**src/rtl/writeback_arbiter_if.sv**
```systemverilog
// Writeback arbiter bus bundle: ALU and load result sources, register file
// write port, operand bypass lookup and FIFO occupancy.
interface writeback_arbiter_if;
    logic        alu_valid;
    logic [4:0]  alu_rd;
    logic [31:0] alu_data;
    logic        alu_ready;

    logic        mem_valid;
    logic [4:0]  mem_rd;
    logic [31:0] mem_data;
    logic        mem_ready;

    logic        wr_ena;
    logic [4:0]  wr_addr;
    logic [31:0] wr_data;

    logic [4:0]  byp_addr0;
    logic [4:0]  byp_addr1;
    logic        byp_hit0;
    logic        byp_hit1;
    logic [31:0] byp_data0;
    logic [31:0] byp_data1;

    logic [4:0]  pending;

    // Arbiter side.
    modport slave (
        input  alu_valid, alu_rd, alu_data,
        input  mem_valid, mem_rd, mem_data,
        input  byp_addr0, byp_addr1,
        output alu_ready, mem_ready,
        output wr_ena, wr_addr, wr_data,
        output byp_hit0, byp_hit1, byp_data0, byp_data1,
        output pending
    );

    // Pipeline side driving results and reading the write port.
    modport master (
        output alu_valid, alu_rd, alu_data,
        output mem_valid, mem_rd, mem_data,
        output byp_addr0, byp_addr1,
        input  alu_ready, mem_ready,
        input  wr_ena, wr_addr, wr_data,
        input  byp_hit0, byp_hit1, byp_data0, byp_data1,
        input  pending
    );
endinterface

```
**src/rtl/writeback_arbiter.sv**
```systemverilog
// Writeback arbiter: merges ALU results and queued load results onto a single
// register file write port. Loads wait in a small FIFO; the ALU normally wins,
// but a write-after-write hazard or a starved FIFO forces the FIFO head out.
// Bypass lookups see the FIFO (youngest entry first) and the output stage.
module writeback_arbiter #(
    parameter int DEPTH = 4
) (
    input  logic               clk,
    input  logic               rst,
    writeback_arbiter_if.slave bus
);
    localparam int         AW      = (DEPTH > 1) ? $clog2(DEPTH) : 1;
    localparam logic [4:0] DEPTH_C = 5'(DEPTH);

    logic [4:0]    fifo_rd   [DEPTH];
    logic [31:0]   fifo_data [DEPTH];
    logic [AW-1:0] head_q;
    logic [AW-1:0] tail_q;
    logic [4:0]    count_q;
    logic [2:0]    starve_q;

    logic          wr_ena_q;
    logic [4:0]    wr_addr_q;
    logic [31:0]   wr_data_q;

    logic          fifo_empty;
    logic          waw_match;
    logic          starve_sel;
    logic          waw_sel;
    logic          alu_sel;
    logic          drain_sel;
    logic          pop;
    logic          push;
    logic          alu_wr;
    logic          mem_ready;
    logic          alu_ready;
    logic [AW-1:0] age;

    logic [4:0]    byp_addr [2];
    logic          byp_hit  [2];
    logic [31:0]   byp_data [2];
    logic [AW-1:0] byp_slot;

    // Occupancy of each slot and WAW detection against the queued loads.
    always_comb begin
        age       = '0;
        waw_match = 1'b0;
        for (int s = 0; s < DEPTH; s++) begin
            age = AW'(s) - head_q;
            if ((5'(age) < count_q) && (fifo_rd[s] == bus.alu_rd))
                waw_match = 1'b1;
        end
    end

    // Port arbitration in priority order: starve, WAW, ALU, drain.
    always_comb begin
        fifo_empty = (count_q == 5'd0);
        starve_sel = !rst && !fifo_empty && (starve_q == 3'd7);
        waw_sel    = !rst && !starve_sel && bus.alu_valid && waw_match;
        alu_sel    = !rst && !starve_sel && !waw_sel && bus.alu_valid;
        drain_sel  = !rst && !starve_sel && !waw_sel && !bus.alu_valid && !fifo_empty;
        pop        = starve_sel || waw_sel || drain_sel;
        alu_wr     = alu_sel && (bus.alu_rd != 5'd0);
        alu_ready  = !rst && !starve_sel && !waw_sel;
        // A pop in the same cycle deliberately does not make room for a push.
        mem_ready  = !rst && (count_q < DEPTH_C);
        push       = bus.mem_valid && mem_ready && (bus.mem_rd != 5'd0);
    end

    // Pointers, occupancy, starve counter and the registered write port.
    always_ff @(posedge clk) begin
        if (rst) begin
            head_q    <= '0;
            tail_q    <= '0;
            count_q   <= '0;
            starve_q  <= '0;
            wr_ena_q  <= 1'b0;
            wr_addr_q <= '0;
            wr_data_q <= '0;
        end else begin
            if (push)
                tail_q <= tail_q + AW'(1);
            if (pop)
                head_q <= head_q + AW'(1);
            count_q <= count_q + 5'(push) - 5'(pop);

            if (pop || fifo_empty)
                starve_q <= '0;
            else if (alu_wr)
                starve_q <= starve_q + 3'd1;

            if (pop) begin
                wr_ena_q  <= 1'b1;
                wr_addr_q <= fifo_rd[head_q];
                wr_data_q <= fifo_data[head_q];
            end else if (alu_wr) begin
                wr_ena_q  <= 1'b1;
                wr_addr_q <= bus.alu_rd;
                wr_data_q <= bus.alu_data;
            end else begin
                wr_ena_q  <= 1'b0;
            end
        end
    end

    // FIFO storage is left unreset; occupancy masks stale slots everywhere.
    always_ff @(posedge clk) begin
        if (push) begin
            fifo_rd[tail_q]   <= bus.mem_rd;
            fifo_data[tail_q] <= bus.mem_data;
        end
    end

    // Bypass: walk oldest to youngest so the youngest match wins, then fall
    // back to the output stage.
    always_comb begin
        byp_addr[0] = bus.byp_addr0;
        byp_addr[1] = bus.byp_addr1;
        byp_slot    = '0;
        for (int p = 0; p < 2; p++) begin
            byp_hit[p]  = 1'b0;
            byp_data[p] = '0;
            for (int k = 0; k < DEPTH; k++) begin
                byp_slot = head_q + AW'(k);
                if ((5'(k) < count_q) && (byp_addr[p] != 5'd0) &&
                    (fifo_rd[byp_slot] == byp_addr[p])) begin
                    byp_hit[p]  = 1'b1;
                    byp_data[p] = fifo_data[byp_slot];
                end
            end
            if (!byp_hit[p] && (byp_addr[p] != 5'd0) && wr_ena_q &&
                (wr_addr_q == byp_addr[p])) begin
                byp_hit[p]  = 1'b1;
                byp_data[p] = wr_data_q;
            end
        end
    end

    // Drive the bus outputs.
    always_comb begin
        bus.alu_ready = alu_ready;
        bus.mem_ready = mem_ready;
        bus.wr_ena    = wr_ena_q;
        bus.wr_addr   = wr_addr_q;
        bus.wr_data   = wr_data_q;
        bus.byp_hit0  = byp_hit[0];
        bus.byp_hit1  = byp_hit[1];
        bus.byp_data0 = byp_data[0];
        bus.byp_data1 = byp_data[1];
        bus.pending   = count_q;
    end
endmodule

```
**src/flat_wrapper.sv**
```systemverilog
// flat-port wrapper written by rule: the top's interface ports become plain ports
module writeback_arbiter_flat 
#(
    parameter int DEPTH = 4
)
  (clk, rst, bus_alu_valid, bus_alu_rd, bus_alu_data, bus_mem_valid, bus_mem_rd, bus_mem_data, bus_byp_addr0, bus_byp_addr1, bus_alu_ready, bus_mem_ready, bus_wr_ena, bus_wr_addr, bus_wr_data, bus_byp_hit0, bus_byp_hit1, bus_byp_data0, bus_byp_data1, bus_pending);
  writeback_arbiter_if bus_i ();
  input  logic clk;
  input  logic rst;
  input wire logic [$bits(bus_i.alu_valid)-1:0] bus_alu_valid;
  input wire logic [$bits(bus_i.alu_rd)-1:0] bus_alu_rd;
  input wire logic [$bits(bus_i.alu_data)-1:0] bus_alu_data;
  input wire logic [$bits(bus_i.mem_valid)-1:0] bus_mem_valid;
  input wire logic [$bits(bus_i.mem_rd)-1:0] bus_mem_rd;
  input wire logic [$bits(bus_i.mem_data)-1:0] bus_mem_data;
  input wire logic [$bits(bus_i.byp_addr0)-1:0] bus_byp_addr0;
  input wire logic [$bits(bus_i.byp_addr1)-1:0] bus_byp_addr1;
  output wire logic [$bits(bus_i.alu_ready)-1:0] bus_alu_ready;
  output wire logic [$bits(bus_i.mem_ready)-1:0] bus_mem_ready;
  output wire logic [$bits(bus_i.wr_ena)-1:0] bus_wr_ena;
  output wire logic [$bits(bus_i.wr_addr)-1:0] bus_wr_addr;
  output wire logic [$bits(bus_i.wr_data)-1:0] bus_wr_data;
  output wire logic [$bits(bus_i.byp_hit0)-1:0] bus_byp_hit0;
  output wire logic [$bits(bus_i.byp_hit1)-1:0] bus_byp_hit1;
  output wire logic [$bits(bus_i.byp_data0)-1:0] bus_byp_data0;
  output wire logic [$bits(bus_i.byp_data1)-1:0] bus_byp_data1;
  output wire logic [$bits(bus_i.pending)-1:0] bus_pending;
  assign bus_i.alu_valid = bus_alu_valid;
  assign bus_i.alu_rd = bus_alu_rd;
  assign bus_i.alu_data = bus_alu_data;
  assign bus_i.mem_valid = bus_mem_valid;
  assign bus_i.mem_rd = bus_mem_rd;
  assign bus_i.mem_data = bus_mem_data;
  assign bus_i.byp_addr0 = bus_byp_addr0;
  assign bus_i.byp_addr1 = bus_byp_addr1;
  assign bus_alu_ready = bus_i.alu_ready;
  assign bus_mem_ready = bus_i.mem_ready;
  assign bus_wr_ena = bus_i.wr_ena;
  assign bus_wr_addr = bus_i.wr_addr;
  assign bus_wr_data = bus_i.wr_data;
  assign bus_byp_hit0 = bus_i.byp_hit0;
  assign bus_byp_hit1 = bus_i.byp_hit1;
  assign bus_byp_data0 = bus_i.byp_data0;
  assign bus_byp_data1 = bus_i.byp_data1;
  assign bus_pending = bus_i.pending;
  writeback_arbiter #(.DEPTH(DEPTH)) u_core (.clk(clk), .rst(rst), .bus(bus_i));
endmodule
```
**config.mk**
```make
export PLATFORM = sky130hd
export DESIGN_NAME = writeback_arbiter_flat
export DESIGN_NICKNAME = d
export VERILOG_FILES = /design/src/rtl/writeback_arbiter_if.sv /design/src/rtl/writeback_arbiter.sv /design/src/flat_wrapper.sv
export SDC_FILE = /design/constraint.sdc
export NUM_CORES = 1
export LEC_CHECK = 0
export CORE_MARGIN = 3
export CORE_UTILIZATION = 60
export CTS_CLUSTER_SIZE = 24
export DETAILED_ROUTE_END_ITERATION = 8
export PLACE_DENSITY_LB_ADDON = 0.2
export SYNTH_ARGS = -nofsm -noshare
export SYNTH_HDL_FRONTEND = slang
export SYNTH_SLANG_ARGS = --single-unit
```
**constraint.sdc**
```tcl
create_clock -name clk -period 16.1 [get_ports clk]
set_clock_uncertainty 0.15 [all_clocks]
set_input_delay 4.83 -clock clk [delete_from_list [all_inputs] [get_ports clk]]
set_output_delay 4.83 -clock clk [all_outputs]
set_load 0.01 [all_outputs]
```
# After elaboration in Yosys (flattened, before gate mapping)
# Memories as Yosys holds them, arrays and structs flattened. A register that Yosys moved wholly into a read port is not among the register bits.
# Cells that the tools add are included.
dict set report word_totals {
  ff_bits 50
  mem_bits_rw 148
  out_inout_bits 111
  wordCells 136
  memories 2
}
# memory depth word_bits read_ports rd_ports_with_merged_regs wr line
set mem_list {}
lappend mem_list {u_core.fifo_data 4 32 4 1 1 writeback_arbiter.sv:16} ;# logic [31:0] fifo_data [DEPTH];
lappend mem_list {u_core.fifo_rd 4 5 8 1 1 writeback_arbiter.sv:15} ;# logic [4:0] fifo_rd [DEPTH];
dict set report classes {
  n_addsub 11
  n_lt_le_gt_ge 9
  n_eq_ne 15
  n_mux 36
  reduce_logical 56
}
# op count
set op_table {}
lappend op_table {{32-bit 2-to-1 mux} 12}
lappend op_table {{5-bit equality test} 14}
lappend op_table {{1-bit logical AND} 39}
lappend op_table {{2-bit by 5-bit < comparator with 1-bit output} 4}
lappend op_table {{5-bit nonzero test} 4}
lappend op_table {{1-bit 2-to-1 mux} 18}
lappend op_table {{1-bit by 5-bit < comparator with 1-bit output, first input constant} 2}
lappend op_table {{2-bit by 5-bit < comparator with 1-bit output, first input constant} 2}
lappend op_table {{5-bit 2-to-1 mux} 2}
lappend op_table {{2-bit 2-to-1 mux} 4}
lappend op_table {{1-bit zero test} 7}
lappend op_table {{5-bit by 1-bit adder with 5-bit output} 1}
lappend op_table {{5-bit zero test} 1}
lappend op_table {{5-bit by 3-bit < comparator with 1-bit output, second input constant} 1}
lappend op_table {{5-bit by 1-bit subtractor with 5-bit output} 1}
lappend op_table {{2-bit by 1-bit adder with 2-bit output, second input constant} 2}
lappend op_table {{2-bit adder, second input constant} 2}
lappend op_table {{1-bit by 2-bit subtractor with 2-bit output, first input constant} 2}
lappend op_table {{2-bit subtractor, first input constant} 2}
lappend op_table {{3-bit by 1-bit adder with 3-bit output, second input constant} 1}
lappend op_table {{3-bit equality test, second input constant} 1}
lappend op_table {{1-bit logical OR} 3}
lappend op_table {{2-bit nonzero test} 1}
lappend op_table {{2-bit OR reduction} 1}

# Logic depth before layout (Yosys ltp)
dict set report logic_depth {
  word_depth 15
  depth_mapped 23
  depth_no_buf 16
}

# Worst setup path before layout
# Ideal clock, no wire load.
dict set report synth_path {
  kind {input-to-output}
  start {input port bus_byp_addr0[0]}
  end {output port bus_byp_data0[10]}
  arrival_ns 6.929
  t_required_ns 11.120
  slack_ns 4.191
  path_stages 9
  path_buffers 3
  cell_sequence {clkbuf_1 > nor4_1 > a22o_1 > clkbuf_2 > nor2_1 > a22o_1 > nor4_2 > buf_2 > a221o_1}
}
dict set report synth_between {
  elab_chain_cells 12
  word_cells_on_any_way 27
}
# element line
set synth_lines {}
lappend synth_lines {{from (decl)} flat_wrapper.sv:16} ;# input wire logic [$bits(bus_i.byp_addr0)-1:0] bus_byp_addr0;
lappend synth_lines {{5-bit nonzero test} {writeback_arbiter.sv:125, writeback_arbiter.sv:131}}
lappend synth_lines {{1-bit logical AND (2 in series)} writeback_arbiter.sv:125} ;# if ((5'(k) < count_q) && (byp_addr[p] != 5'd0) &&
lappend synth_lines {{1-bit 2-to-1 mux (4 in series)} writeback_arbiter.sv:125}
lappend synth_lines {{1-bit zero test} writeback_arbiter.sv:131} ;# if (!byp_hit[p] && (byp_addr[p] != 5'd0) && wr_ena_q &&
lappend synth_lines {{1-bit logical AND (3 in series)} writeback_arbiter.sv:131}
lappend synth_lines {{32-bit 2-to-1 mux *} writeback_arbiter.sv:131}
lappend synth_lines {{to (decl)} flat_wrapper.sv:25} ;# output wire logic [$bits(bus_i.byp_data0)-1:0] bus_byp_data0;
# Every way passes the cells marked *; elsewhere a longest branch is shown, timed or not.

# Final worst setup path
dict set report layout_path {
  start {input port bus_byp_addr0[0]}
  end {output port bus_byp_data0[14]}
}
# Same word-level chain as after synthesis.

==> impl_results.md <==
- Initial DRC Count: roughly 2400
- Largest net degree at the start of global routing: 67
- Final period utilization: 0.888
- Status: finished clean
- Reg2reg path depth: 16
- H-tree levels: 4
- Layout cells sized above 1: 0.173
- Max cap viols: 0
- Cts repair resizes: 0
- Initial core utilization: 0.615
- Setup ws final: 1.80 ns
- Hold Fails Final Rpt: 0
- Post-Route Utilization: 0.720
- Die Y: roughly 160 um
- Final Power: 2230 uW
- Synth Flop Type: edfxtp_1
- Avg Synthesized Cell Area: 11.4 um2
- Max clock buf depth: 2
- Area of the core: 0.0245 mm2
- Gate Count Post-Synth: 1321
- Top delay family on crit path: buffers and inverters
- Critical path class: primary input to primary output
- Port Buffers: between 150 and 200
- Synth top area cells: edfxtp_1 29%, mux4_2 18%, dfxtp_1 6.9%
- Slowest cell on crit path: nor4_4
- # clock sinks: 200
- Cell Rows: 57
- Antenna viol nets, final: 0
- Layout net count: between 1500 and 2000
- DR pass1 iterations: 7
- Die Span X: between 150 and 200 um
- Hold path cells: 2
- Most numerous cell in the Yosys netlist: edfxtp_1
- TritonCTS clock tree: yes
- Initial antenna violation count: 1
- Hold-fix buffers at CTS: 0
- Reg-to-Reg End: u_core.bus.pending[4]
- Skew-Pair Late Insertion Delay: 0.46 ns
- HP Start: u_core.starve_q[1]
- Max Slew Vio Count: 0
- Root Driver: clkbuf_16
- Gr ovfl total: 0
- Routed len/inst: 30.5 um
- Vias: ~14000
- Setup TNS: 0 ns
- Global Route Usage Sum: 0.391
- Worst-path clk slew: 0.08 ns
- HP Class: flip-flop to flip-flop
- Setup WS pre-CTS: 2.04 ns
- Vias/cell: 8.10
- RSZ-0062 raised after global routing: no
- Kind of end point of the critical path: primary output
- Routed WL: 53300 um
- Synth Net Count: 1429
- # IOs: 199
- Crit Path Max Fanout: 26
- Top-area cell type share of the netlist area: 0.295
- Worst Max-Slew Pin Slew: around 1.1 ns
- Vias in the first global route: 13700
- DRC: 0
- Register-to-register setup slack: 11.70 ns
- Synth Warn #: 0
- First-pass GRT wire length: a little over 80000 um
- CP Buf/Inv Count: 4
- Yosys reg bits: 200
- EDFF count, synth: 148
- Max incr delay on CP: 0.77 ns
- Maximum clock frequency: ~70 MHz
- Register area share after synthesis: 0.364
- CP cell instances: clkdlybuf4s50_1 -> nor4_1 -> a22o_1 -> buf_4 -> nor2_1 -> a22o_1 -> nor4_4 -> buf_4 -> a221o_1 -> clkdlybuf4s50_1
- Startpoint types: primary input
- GP Congestion: 0.960
- Final min period: 14.30 ns
- Rel. slew slack: 0.273
- Leakage: about 0.0052 uW
- RR Startpoint: u_core.head_q[0]
- Setup violators final: 0
- Number of setup buffers added after CTS: 0
- Mapped cell area: 0.0151 mm2
- Hpwl dp: about 32000 um
- Pwr dens: 126 mW/mm2
- Final non-filler cell area: 0.0177 mm2
- Die area: 0.0271 mm2
- Worst Hold End: u_core.starve_q[1]
- Data required, critical path: 11.12 ns
- Cell Area, Placed: 0.0171 mm2
- Cell accounting for the most synthesized area: edfxtp_1
- Peak supply drop: 115 uV
- Post-synth top cells: 148 x edfxtp_1, 121 x nor3_1, 118 x mux4_2
- Async SR Flop Fraction: 0
- CTS Buf Count: 17
- Synth cell types: 52
- Crit path DAT: approximately 9.3 ns
- P&R area growth vs syn: 17.1%
-- worst max path at each step --
| stage | start | endpoint | slack (ns) | cells past startpoint |
|---|---|---|---|---|
| after global placement | bus_byp_addr0[0] | bus_byp_data0[13] | 2.17 | 10 |
| final | bus_byp_addr0[0] | bus_byp_data0[14] | 1.80 | 10 |
| after global routing | bus_byp_addr0[0] | bus_byp_data0[14] | 1.73 | 10 |
| after floorplan | bus_byp_addr0[0] | bus_byp_data0[10] | 4.19 | 9 |
| after detailed placement | bus_byp_addr0[0] | bus_byp_data0[14] | 2.04 | 10 |
| after CTS | bus_byp_addr0[0] | bus_byp_data0[14] | 1.96 | 10 |
-- area by class of cell --
cell class | count | area, um2
Antenna cell | 1 | 2.50
Clock buffer | 20 | 447
Clock inverter | 12 | 109
Fill cell | 1760 | 6880
Inverter | 17 | 63.8
Multi-Input combinational cell | 936 | 8880
Sequential cell | 200 | 5500
Tap cell | 324 | 405
Timing Repair Buffer | 235 | 2250
-- cells by family (layout without fill, tap and decap cells) --
logic type,count (synthesis),count (layout),share of synthesized area
other,0,1,0
DFF,200,200,0.364
adders and majority gates,20,20,0.0171
xor gates and xnor gates,71,71,0.0422
and+or+nand+nor,296,296,0.104
buffers and inverters,185,284,0.0519
AOI/OAI and AO/OA,348,348,0.185
muxes,201,201,0.236
-- state kept, by name (all words and copies together) (netlist names), named ones only --
name / cells
u_core.bus.wr_ena: 1
u_core.head_q: 2
u_core.bus.pending: 5
u_core.bus.wr_addr: 5
u_core.fifo_rd: 20
u_core.fifo_data: 128
u_core.starve_q: 3
u_core.tail_q: 2
u_core.bus.wr_data: 32
-- worst register-to-register path: stages, from the launching register on --
cell and delay (ns):
dfxtp_4 1.05, xnor2_1 0.25, inv_1 0.08, ha_1 0.30, a21oi_1 0.07, o211ai_1 0.30, a41oi_1 0.28, nor2_2 0.19
inv_1 0.05, ha_1 0.26, inv_1 0.04, ha_1 0.20, fa_1 0.44, a21oi_1 0.16, nor2_1 0.08, or3_1 0.31
a21oi_1 0.14
-- power breakdown --
| group | switching [uW] | internal (uW) | total (uW) |
|---|---|---|---|
| sequential | 86.9 | 607 | 694 |
| clock | 216 | 208 | 424 |
| combinational | 653 | 457 | 1110 |
-- per-layer routing --
| metal | routed length, um | track usage | part of all wire |
|---|---|---|---|
| met1 | 17900 | 0.512 | 0.34 |
| met2 | 23900 | 0.589 | 0.45 |
| met3 | 8320 | 0.119 | 0.16 |
| met4 | 3150 | 0.206 | 0.059 |
| met5 | 0 | 0 | 0 |
-- cells in the final DEF (no fill, tap or decap), types with 4 or more instances in the layout --
master | Yosys | layout
clkdlybuf4s50_1 | 0 | 197
edfxtp_1 | 148 | 148
nor3_1 | 121 | 120
mux4_2 | 118 | 118
nand3_1 | 108 | 108
a311oi_1 | 101 | 101
a221o_1 | 64 | 64
mux2i_1 | 55 | 55
o21ai_0 | 49 | 48
dfxtp_1 | 52 | 48
o211ai_1 | 47 | 47
xor2_1 | 38 | 38
buf_4 | 1 | 37
xnor2_1 | 31 | 31
a21boi_0 | 27 | 27
mux2_2 | 26 | 26
a21oi_1 | 25 | 25
ha_1 | 19 | 19
inv_1 | 17 | 17
clkbuf_16 | 0 | 17
o2111ai_1 | 14 | 14
nor2_1 | 15 | 12
nand4_1 | 9 | 9
o211ai_2 | 8 | 8
nand2_1 | 6 | 6
or3_1 | 6 | 6
nor4_4 | 1 | 5
a22o_1 | 4 | 4
and2_2 | 0 | 4
nand2b_1 | 4 | 4
nor2b_1 | 4 | 4
inv_6 | 0 | 4
-- stage by stage --
| step | hold slack (ns) | std cells |
|---|---|---|
| after floorplan | 0.308 | 1321 |
| after global placement | 0.318 | 1712 |
| after detailed placement | 0.326 | 1712 |
| after CTS | 0.336 | 1744 |
| after global routing | 0.394 | 1745 |
| final | 0.340 | 1745 |
Power figures use the tool's default switching activity.
